`config.mk`:
```
export PLATFORM = sky130hd
export DESIGN_NAME = gmii_mdio_master
export DESIGN_NICKNAME = d
export VERILOG_FILES = /design/src/rtl/gmii_mdio_master.sv
export SDC_FILE = /design/constraint.sdc
export NUM_CORES = 1
export LEC_CHECK = 0
export CORE_MARGIN = 4
export CORE_UTILIZATION = 31
export DETAILED_ROUTE_END_ITERATION = 10
export DONT_BUFFER_PORTS = 1
export GPL_TIMING_DRIVEN = 1
export SLEW_MARGIN = 20
export SYNTH_ARGS = -nofsm -noshare
export SYNTH_HDL_FRONTEND = slang
export SYNTH_SLANG_ARGS = --single-unit
```
`constraint.sdc`:
```
create_clock -name clk -period 2.4 [get_ports clk]
set_input_delay 0.36 -clock clk [delete_from_list [all_inputs] [get_ports clk]]
set_output_delay 0.36 -clock clk [all_outputs]
set_load 0.005 [all_outputs]
```
`src/rtl/gmii_mdio_master.sv`:
```
// gmii_mdio_master: Clause 22 / Clause 45 MDIO management master.
// Accepts one command on a valid/ready port, serialises the frame on
// MDIO_MDC/MDIO_O/MDIO_MAC_TN and returns read data / error on a response port.
module gmii_mdio_master #(
  parameter int CLK_DIV      = 25,
  parameter int PREAMBLE_LEN = 32
) (
  input  logic        clk,
  input  logic        rst,
  input  logic        cmd_valid,
  output logic        cmd_ready,
  input  logic        cmd_c45,
  input  logic [1:0]  cmd_op,
  input  logic [4:0]  cmd_phy,
  input  logic [4:0]  cmd_reg,
  input  logic [15:0] cmd_data,
  output logic        rsp_valid,
  input  logic        rsp_ready,
  output logic [15:0] rsp_data,
  output logic        rsp_error,
  output logic        MDIO_MDC,
  output logic        MDIO_O,
  output logic        MDIO_MAC_TN,
  input  logic        MDIO_I
);

  localparam int CNT_W = $clog2(2 * CLK_DIV);
  // Last cycle of the MDC-low half and last cycle of the whole bit.
  localparam logic [CNT_W-1:0] CNT_RISE = CNT_W'(CLK_DIV - 1);
  localparam logic [CNT_W-1:0] CNT_LAST = CNT_W'(2 * CLK_DIV - 1);
  localparam logic [5:0] PRE_LAST = (PREAMBLE_LEN > 0) ? 6'(PREAMBLE_LEN - 1) : 6'd0;

  typedef enum logic [2:0] {
    S_IDLE,
    S_PRE,
    S_HDR,
    S_TA,
    S_DATA,
    S_RSP
  } state_e;

  state_e            state_q, state_d;
  logic [CNT_W-1:0]  cnt_q, cnt_d;          // cycle within the current bit
  logic [5:0]        bit_cnt_q, bit_cnt_d;  // bit within the current state
  logic [31:0]       tx_sr_q, tx_sr_d;      // MSB is the frame bit on the wire
  logic [15:0]       rx_sr_q, rx_sr_d;
  logic              is_read_q, is_read_d;
  logic              ta_err_q, ta_err_d;
  logic              mdc_q, mdc_d;
  logic              mdo_q, mdo_d;
  logic              tn_q, tn_d;
  logic              cmd_ready_q, cmd_ready_d;
  logic              rsp_valid_q, rsp_valid_d;
  logic [15:0]       rsp_data_q, rsp_data_d;
  logic              rsp_error_q, rsp_error_d;
  logic [1:0]        sync_q, sync_d;

  logic              mdi_s;
  logic              cmd_illegal;
  logic              cmd_is_read;
  logic [31:0]       cmd_frame;

  assign mdi_s       = sync_q[1];
  assign cmd_illegal = !cmd_c45 && (cmd_op == 2'b00 || cmd_op == 2'b11);
  assign cmd_is_read = cmd_c45 ? cmd_op[1] : (cmd_op == 2'b10);
  // ST, OP, PHYAD, REGAD, write turnaround, data: everything after the preamble.
  assign cmd_frame   = {1'b0, !cmd_c45, cmd_op, cmd_phy, cmd_reg, 2'b10, cmd_data};

  // Next-state and next-output logic for the frame sequencer.
  always_comb begin
    // NOTE: every variable gets a default first so the block never infers a latch.
    state_d     = state_q;
    cnt_d       = cnt_q;
    bit_cnt_d   = bit_cnt_q;
    tx_sr_d     = tx_sr_q;
    rx_sr_d     = rx_sr_q;
    is_read_d   = is_read_q;
    ta_err_d    = ta_err_q;
    mdc_d       = mdc_q;
    mdo_d       = mdo_q;
    tn_d        = tn_q;
    cmd_ready_d = cmd_ready_q;
    rsp_valid_d = rsp_valid_q;
    rsp_data_d  = rsp_data_q;
    rsp_error_d = rsp_error_q;
    sync_d      = {sync_q[0], MDIO_I};

    unique case (state_q)
      S_IDLE: begin
        if (cmd_valid && cmd_ready_q) begin
          cmd_ready_d = 1'b0;
          if (cmd_illegal) begin
            state_d     = S_RSP;
            rsp_valid_d = 1'b1;
            rsp_error_d = 1'b1;
            rsp_data_d  = 16'h0000;
          end else begin
            tx_sr_d   = cmd_frame;
            is_read_d = cmd_is_read;
            ta_err_d  = 1'b0;
            rx_sr_d   = 16'h0000;
            cnt_d     = '0;
            bit_cnt_d = 6'd0;
            mdc_d     = 1'b0;
            tn_d      = 1'b0;
            if (PREAMBLE_LEN == 0) begin
              state_d = S_HDR;
              mdo_d   = cmd_frame[31];
            end else begin
              state_d = S_PRE;
              mdo_d   = 1'b1;
            end
          end
        end
      end

      S_PRE, S_HDR, S_TA, S_DATA: begin
        cnt_d = cnt_q + CNT_W'(1);
        if (cnt_q == CNT_RISE) begin
          mdc_d = 1'b1;
        end
        if (cnt_q == CNT_LAST) begin
          // Bit boundary: sample the PHY, then set up the next bit with MDC falling.
          cnt_d     = '0;
          mdc_d     = 1'b0;
          bit_cnt_d = bit_cnt_q + 6'd1;
          if (is_read_q && state_q == S_TA && bit_cnt_q[0]) begin
            ta_err_d = mdi_s;
          end
          if (is_read_q && state_q == S_DATA) begin
            rx_sr_d = {rx_sr_q[14:0], mdi_s};
          end
          if (state_q != S_PRE) begin
            tx_sr_d = tx_sr_q << 1;
          end

          case (state_q)
            S_PRE:   if (bit_cnt_q == PRE_LAST) begin state_d = S_HDR;  bit_cnt_d = 6'd0; end
            S_HDR:   if (bit_cnt_q == 6'd13)    begin state_d = S_TA;   bit_cnt_d = 6'd0; end
            S_TA:    if (bit_cnt_q == 6'd1)     begin state_d = S_DATA; bit_cnt_d = 6'd0; end
            S_DATA:  if (bit_cnt_q == 6'd15)    begin state_d = S_RSP;  bit_cnt_d = 6'd0; end
            default: ;
          endcase

          if (state_d == S_RSP) begin
            mdo_d       = 1'b1;
            tn_d        = 1'b1;
            rsp_valid_d = 1'b1;
            rsp_data_d  = is_read_q ? rx_sr_d : 16'h0000;
            rsp_error_d = ta_err_q;
          end else if (state_d == S_PRE) begin
            mdo_d = 1'b1;
            tn_d  = 1'b0;
          end else if (is_read_q && (state_d == S_TA || state_d == S_DATA)) begin
            // Bus released to the PHY from the turnaround onward.
            mdo_d = 1'b1;
            tn_d  = 1'b1;
          end else begin
            mdo_d = tx_sr_d[31];
            tn_d  = 1'b0;
          end
        end
      end

      S_RSP: begin
        if (rsp_ready) begin
          state_d     = S_IDLE;
          rsp_valid_d = 1'b0;
          rsp_data_d  = 16'h0000;
          rsp_error_d = 1'b0;
          cmd_ready_d = 1'b1;
        end
      end

      default: begin
        state_d     = S_IDLE;
        cmd_ready_d = 1'b1;
      end
    endcase
  end

  // State, datapath and registered-output flops with synchronous reset.
  always_ff @(posedge clk) begin
    // NOTE: sequential state uses non-blocking assignments only, so every flop
    // samples the values from before this edge.
    if (rst) begin
      state_q     <= S_IDLE;
      cnt_q       <= '0;
      bit_cnt_q   <= 6'd0;
      tx_sr_q     <= 32'h0;
      rx_sr_q     <= 16'h0;
      is_read_q   <= 1'b0;
      ta_err_q    <= 1'b0;
      mdc_q       <= 1'b0;
      mdo_q       <= 1'b1;
      tn_q        <= 1'b1;
      cmd_ready_q <= 1'b1;
      rsp_valid_q <= 1'b0;
      rsp_data_q  <= 16'h0;
      rsp_error_q <= 1'b0;
      // Synchroniser resets to the idle (pulled-up) bus level.
      sync_q      <= 2'b11;
    end else begin
      state_q     <= state_d;
      cnt_q       <= cnt_d;
      bit_cnt_q   <= bit_cnt_d;
      tx_sr_q     <= tx_sr_d;
      rx_sr_q     <= rx_sr_d;
      is_read_q   <= is_read_d;
      ta_err_q    <= ta_err_d;
      mdc_q       <= mdc_d;
      mdo_q       <= mdo_d;
      tn_q        <= tn_d;
      cmd_ready_q <= cmd_ready_d;
      rsp_valid_q <= rsp_valid_d;
      rsp_data_q  <= rsp_data_d;
      rsp_error_q <= rsp_error_d;
      sync_q      <= sync_d;
    end
  end

  assign cmd_ready   = cmd_ready_q;
  assign rsp_valid   = rsp_valid_q;
  assign rsp_data    = rsp_data_q;
  assign rsp_error   = rsp_error_q;
  assign MDIO_MDC    = mdc_q;
  assign MDIO_O      = mdo_q;
  assign MDIO_MAC_TN = tn_q;

endmodule

```
# Word-level counts from Yosys, hierarchy flattened
# Index checks and enable logic that the tools add are counted.
# W data, S select, Z words.
dict set report op_classes {
  add_sub_neg 2
  n_mul 0
  n_div 0
  magnitude_cmp 0
  n_eq_ne 27
  shift 0
  muxes 73
  bitwise 2
  n_reduce_logical 23
}
# op count
set op_table {}
lappend op_table {{$mux W16} 10}
lappend op_table {{$mux W32} 4}
lappend op_table {{$pmux W32 S2} 1}
lappend op_table {{$mux W6} 8}
lappend op_table {{$pmux W16 S3} 1}
lappend op_table {{$pmux W16 S2} 1}
lappend op_table {{$mux W3} 10}
lappend op_table {{$mux W1} 26}
lappend op_table {{$pmux W6 S2} 2}
lappend op_table {{$pmux W6 S4} 1}
lappend op_table {{$ne A2 B2 Y1 const B} 8}
lappend op_table {{$add A6 B1 Y6 const B} 2}
lappend op_table {{$eq A3 B3 Y1 const B} 4}
lappend op_table {{$eq A6 B4 Y1 const B} 2}
lappend op_table {{$eq A6 B5 Y1 const B} 2}
lappend op_table {{$pmux W3 S4} 1}
lappend op_table {{$reduce_and A3 Y1} 4}
lappend op_table {{$reduce_and A5 Y1} 2}
lappend op_table {{$eq A3 B2 Y1 const B} 3}
lappend op_table {{$pmux W1 S3} 3}
lappend op_table {{$pmux W3 S3} 1}
lappend op_table {{$pmux W1 S2} 4}
lappend op_table {{$reduce_and A4 Y1} 2}
lappend op_table {{$eq A3 B1 Y1 const B} 2}
lappend op_table {{15 further kinds} 23}
dict set report totals {
  ff_bits 89
  latch_bits 0
  mem_bits_rw 0
  rom_bits 0
  input_bits 34
  memories 0
}

# Logic depth before layout (Yosys ltp)
dict set report logic_depth {
  word_depth 13
  mapped_depth 10
}

# Worst setup path before layout
# OpenSTA, ideal clock, no wires.
dict set report synth_timing {
  path_type {reg-to-reg}
  start {register cnt_q[1]}
  end {register rsp_data_q[10] (netlist: rsp_data[10])}
  setup_time_ns 0.123
  arrival_time_ns 2.025
  required_time_ns 2.277
  setup_slack_ns 0.252
  stages_incl_launch_ff 11
  path_buffers 3
  period_less_slack_ns 2.148
  cell_sequence {dfxtp_1 -> inv_1 -> ha_1 -> nand3b_4 -> or2_1 -> buf_6 -> a211oi_4 -> and2_1 -> buf_6 -> buf_6 -> mux2_1}
}
dict set report synth_between {
  elab_chain_len 3
}
# element line
set synth_lines {}
lappend synth_lines {{start: declaration} 43} ;# logic [CNT_W-1:0] cnt_q, cnt_d;
lappend synth_lines {{start signal: assignment} 205} ;# cnt_q <= cnt_d;
lappend synth_lines {{$eq A6 B6 Y1} 122} ;# if (cnt_q == CNT_LAST) begin
lappend synth_lines {{$ne A2 B2 Y1 (no line)} --}
lappend synth_lines {{$reduce_and A6 Y1 (no line)} --}
lappend synth_lines {{end signal: assignment} 216} ;# rsp_data_q <= rsp_data_d;
lappend synth_lines {{end: declaration} 54} ;# logic [15:0] rsp_data_q, rsp_data_d;
# No other way between the ends.
# A chain may end at the register's enable or synchronous reset.

# Worst setup path after layout
dict set report layout_timing {
  start {register bit_cnt_q[0]}
  end {register rsp_data_q[5] (netlist: rsp_data[5])}
}
dict set report layout_between {
  elab_chain_len 8
  elab_cells_between_ends 14
  cone_classes {6 x eq/ne; 7 x mux; 1 x reduce/logical}
}
# element line
set layout_lines {}
lappend layout_lines {{start: declaration} 44} ;# logic [5:0] bit_cnt_q, bit_cnt_d;
lappend layout_lines {{start signal: assignment} 206} ;# bit_cnt_q <= bit_cnt_d;
lappend layout_lines {{$eq A6 B4 Y1 (tied with other cells)} 141} ;# S_DATA: if (bit_cnt_q == 6'd15) begin state_d = S_RSP; bit_cnt_d = 6'd0; end
lappend layout_lines {{$mux W3 (on tied branches)} --}
lappend layout_lines {{$pmux W3 S4 *} 137} ;# case (state_q)
lappend layout_lines {{$mux W3 *} 122}
lappend layout_lines {{$mux W3 *} 88} ;# unique case (state_q)
lappend layout_lines {{$eq A3 B3 Y1 *} 145} ;# if (state_d == S_RSP) begin
lappend layout_lines {{$ne A2 B2 Y1 (no line) *} --}
lappend layout_lines {{$reduce_and A6 Y1 (no line) *} --}
# Mark *: on every way between the ends. The rest lies on a longest branch, timed or not. The select of a mux whose other input is x is not followed.

==> flow_metrics.tcl <==
set metrics [dict create \
    run_status "completed" \
    synth.top_cell.area_share_pct 38.8 \
    final_cells 740 \
    die_h_um 130 \
    drt_iter0_markers 292 \
    clock-skew-final_ns 0.00631 \
    cts_htree_levels 3 \
    ys_ff_latch 89 \
    clock-sinks 89 \
    drive_gt1_share_pct 10.4 \
    drv_cap 0 \
    cts_setup_buffers 0 \
    hpwl_um 7940 \
    clk_path_buf_depth 2 \
    finalSetupViolations 0 \
    firstDrtPassIters 5 \
    most-common-layout-cells "89 x dfxtp_1, 79 x nand2_1, 39 x nor2_1" \
    synthArstFlopShare_pct 0 \
    dp_cells 727 \
    fmax_mhz 460 \
    wl_um 11900 \
    min_path_type "in -> reg" \
    layout_commonest_cell "dfxtp_1" \
    grt_pass1_vias 3758 \
    ys_top_cells_by_area "dfxtp_1 39%, nand2_1 6.5%, a311oi_1 5.7%" \
    grt_usage_pct 14.4 \
    layout_min_cycle_time_ns 2.17 \
    avgSynthCellArea_um2 8.21 \
    worst-path-max-fanout 18 \
    crit_path_start_kind "flip-flop" \
    syn-cell-area_um2 4590 \
    timing.final.crit_share_pct 90.6 \
    start_util_pct 31.6 \
    tritoncts.num_buffers 9 \
    post-route-cell-area_um2 5130 \
    ys_seq_area_share_pct 38.8 \
    finalCoreUtilization_pct 35.3 \
    clkTransAtPathRegs_ns 0.06 \
    route.detailed.drc 0 \
    synth_cells 559 \
    final_hold_viol_count 0 \
    ctsResizeCount 0 \
    postCtsHoldBufs 0 \
    clk_latency_ns 0.34 \
    via_count 4145 \
    rsz0062_at_grt "false" \
    power_density_nw_per_um2 714 \
    fillers 1537 \
    synth_ff_type "dfxtp_1" \
    power_leakage_nw 1.77 \
    antenna_found_initial 0 \
    synth-edff-count 0 \
    placed_area_um2 4870 \
    syn-num-nets 599 \
    worst_slew_pin_slew_ns 0.661 \
    synth_top_area_cell "dfxtp_1" \
    critPathCaptureType "flip-flop" \
    max-slew-margin-rel_pct 55.9 \
    wire_per_inst_um 16.0 \
    nNetsFinal 594 \
    core_um2 14500 \
    io_buffer_count 0 \
    dieArea_um2 16800 \
    grt_overflow 0 \
    root_buffer "clkbuf_16" \
    yosysWarnings 0 \
    fp.dieW_um 130 \
    cp.required_ns 2.63 \
    antenna_left 0 \
    rows 44 \
    grt_pass1_wl_um 19500 \
    arrival_ns 2.40 \
    fin_tns_setup_ns 0 \
    grt_max_degree 82 \
    boundaryPins 56 \
    synth_cell_types 67 \
    place.gp.congestion 0.857 \
    critPathKind "reg -> reg" \
    vias_per_cell 5.60 \
    area_growth_syn_to_layout_pct 11.8 \
    diodes 0 \
    ir_worst_vdd_mv 0.393 \
    slew_violations 0 \
    cts_tree "done" \
]
state kept, by name (all words and copies together), names as in the netlist:
name	flops
MDIO_MAC_TN	1
rsp_data	16
ta_err_q	1
MDIO_O	1
rx_sr_q	16
state_q	3
sync_q	2
is_read_q	1
rsp_error	1
cmd_ready	1
cnt_q	6
rsp_valid	1
MDIO_MDC	1
tx_sr_q	32
bit_cnt_q	6
Yosys cell counts (2+ instances only):
cell type and count:
mux2_2 2, nand3_1 36, mux2i_1 4, o21ai_0 12, nand3b_1 4, mux2_1 14
a22oi_1 16, a21oi_1 27, a31oi_1 7, o21ai_1 2, or3_1 3, nand4b_1 2
buf_2 10, inv_1 7, a311oi_1 30, nand4bb_1 2, ha_1 6, nand4_1 2
dfxtp_1 89, nand2_1 79, o21a_1 2, or4bb_1 2, nand2b_1 9, and2_1 4
nor3_1 36, buf_1 2, o211ai_1 6, nor2_1 41, nor2b_1 18, nor4_1 4
o311ai_0 2, buf_6 4, or2_2 3, and3_1 3, a211oi_1 4, clkbuf_1 30
xor2_1 4, o22ai_1 2
power breakdown:
part | leakage (nW) | switching [mW] | internal, mW
clock network | 0.124 | 0.543 | 0.711
registers | 0.724 | 0.0648 | 1.57
logic | 0.926 | 0.471 | 0.301
total | 1.77 | 1.08 | 2.58
critical path, cell delays in order, from the launching register on:
cell and delay [ns]:
dfxtp_1 0.45, ha_1 0.26, nand4b_1 0.23, o21ai_0 0.23, o2bb2ai_1 0.16, and2_1 0.20
buf_12 0.17, mux2_2 0.34
layer usage:
metal	vias up	track usage, %	part of all wire [%]
li1	2024	-	-
met1	1981	19.9	47
met2	125	21.5	44
met3	15	5.20	6.9
met4	0	3.73	1.5
met5	-	0	0
cells by family (layout without fill, tap and decap cells):
| logic type | after synthesis | after routing | synth area share [%] |
|---|---|---|---|
| xor+xnor | 5 | 5 | 0.954 |
| buf+inv | 54 | 51 | 5.42 |
| simple gates | 258 | 258 | 28.3 |
| fa+ha+maj | 7 | 7 | 1.85 |
| compound gates | 126 | 126 | 19.8 |
| flops | 89 | 89 | 38.8 |
| mux | 20 | 20 | 4.80 |
layout make-up:
type                    count  area (um^2)  area share [%]
clock inverters             1         5.00          0.0975
repair buffers             31          270            5.26
inverters                   7         26.3           0.512
multi-input cells         416         2570            50.1
flip-flops and latches     89         1780            34.7
clock buffers              12          246            4.80
well taps                 184          230            4.48
final timing paths:
| path | endpoint | cells past startpoint | slack (ns) | startpoint |
|---|---|---|---|---|
| setup reg to reg | rsp_data[5]$_SDFFE_PP0P_ | 7 | 0.23 | bit_cnt_q[0]$_SDFFE_PP0P_ |
| setup / recovery | rsp_data[5]$_SDFFE_PP0P_ | 7 | 0.23 | bit_cnt_q[0]$_SDFFE_PP0P_ |
| hold / removal | rsp_error$_SDFFE_PP0P_ | 1 | 0.1 | rst |
| hold reg to reg | sync_q[1]$_SDFF_PP1_ | 1 | 0.41 | sync_q[0]$_SDFF_PP1_ |
per-stage QoR:
step / total power, mW / hold slack, ns / worst slack [ns]
6_report: 3.66 / 0.0989 / 0.225
5_1_grt: 3.87 / 0.0709 / 0.0319
4_1_cts: 3.72 / 0.0776 / 0.0833
3_5_place_dp: 2.44 / 0.398 / 0.0979
3_3_place_gp: 2.42 / 0.402 / 0.187
2_1_floorplan: 2.22 / 0.389 / 0.252
Note: power is estimated with default switching activity, not from simulation.
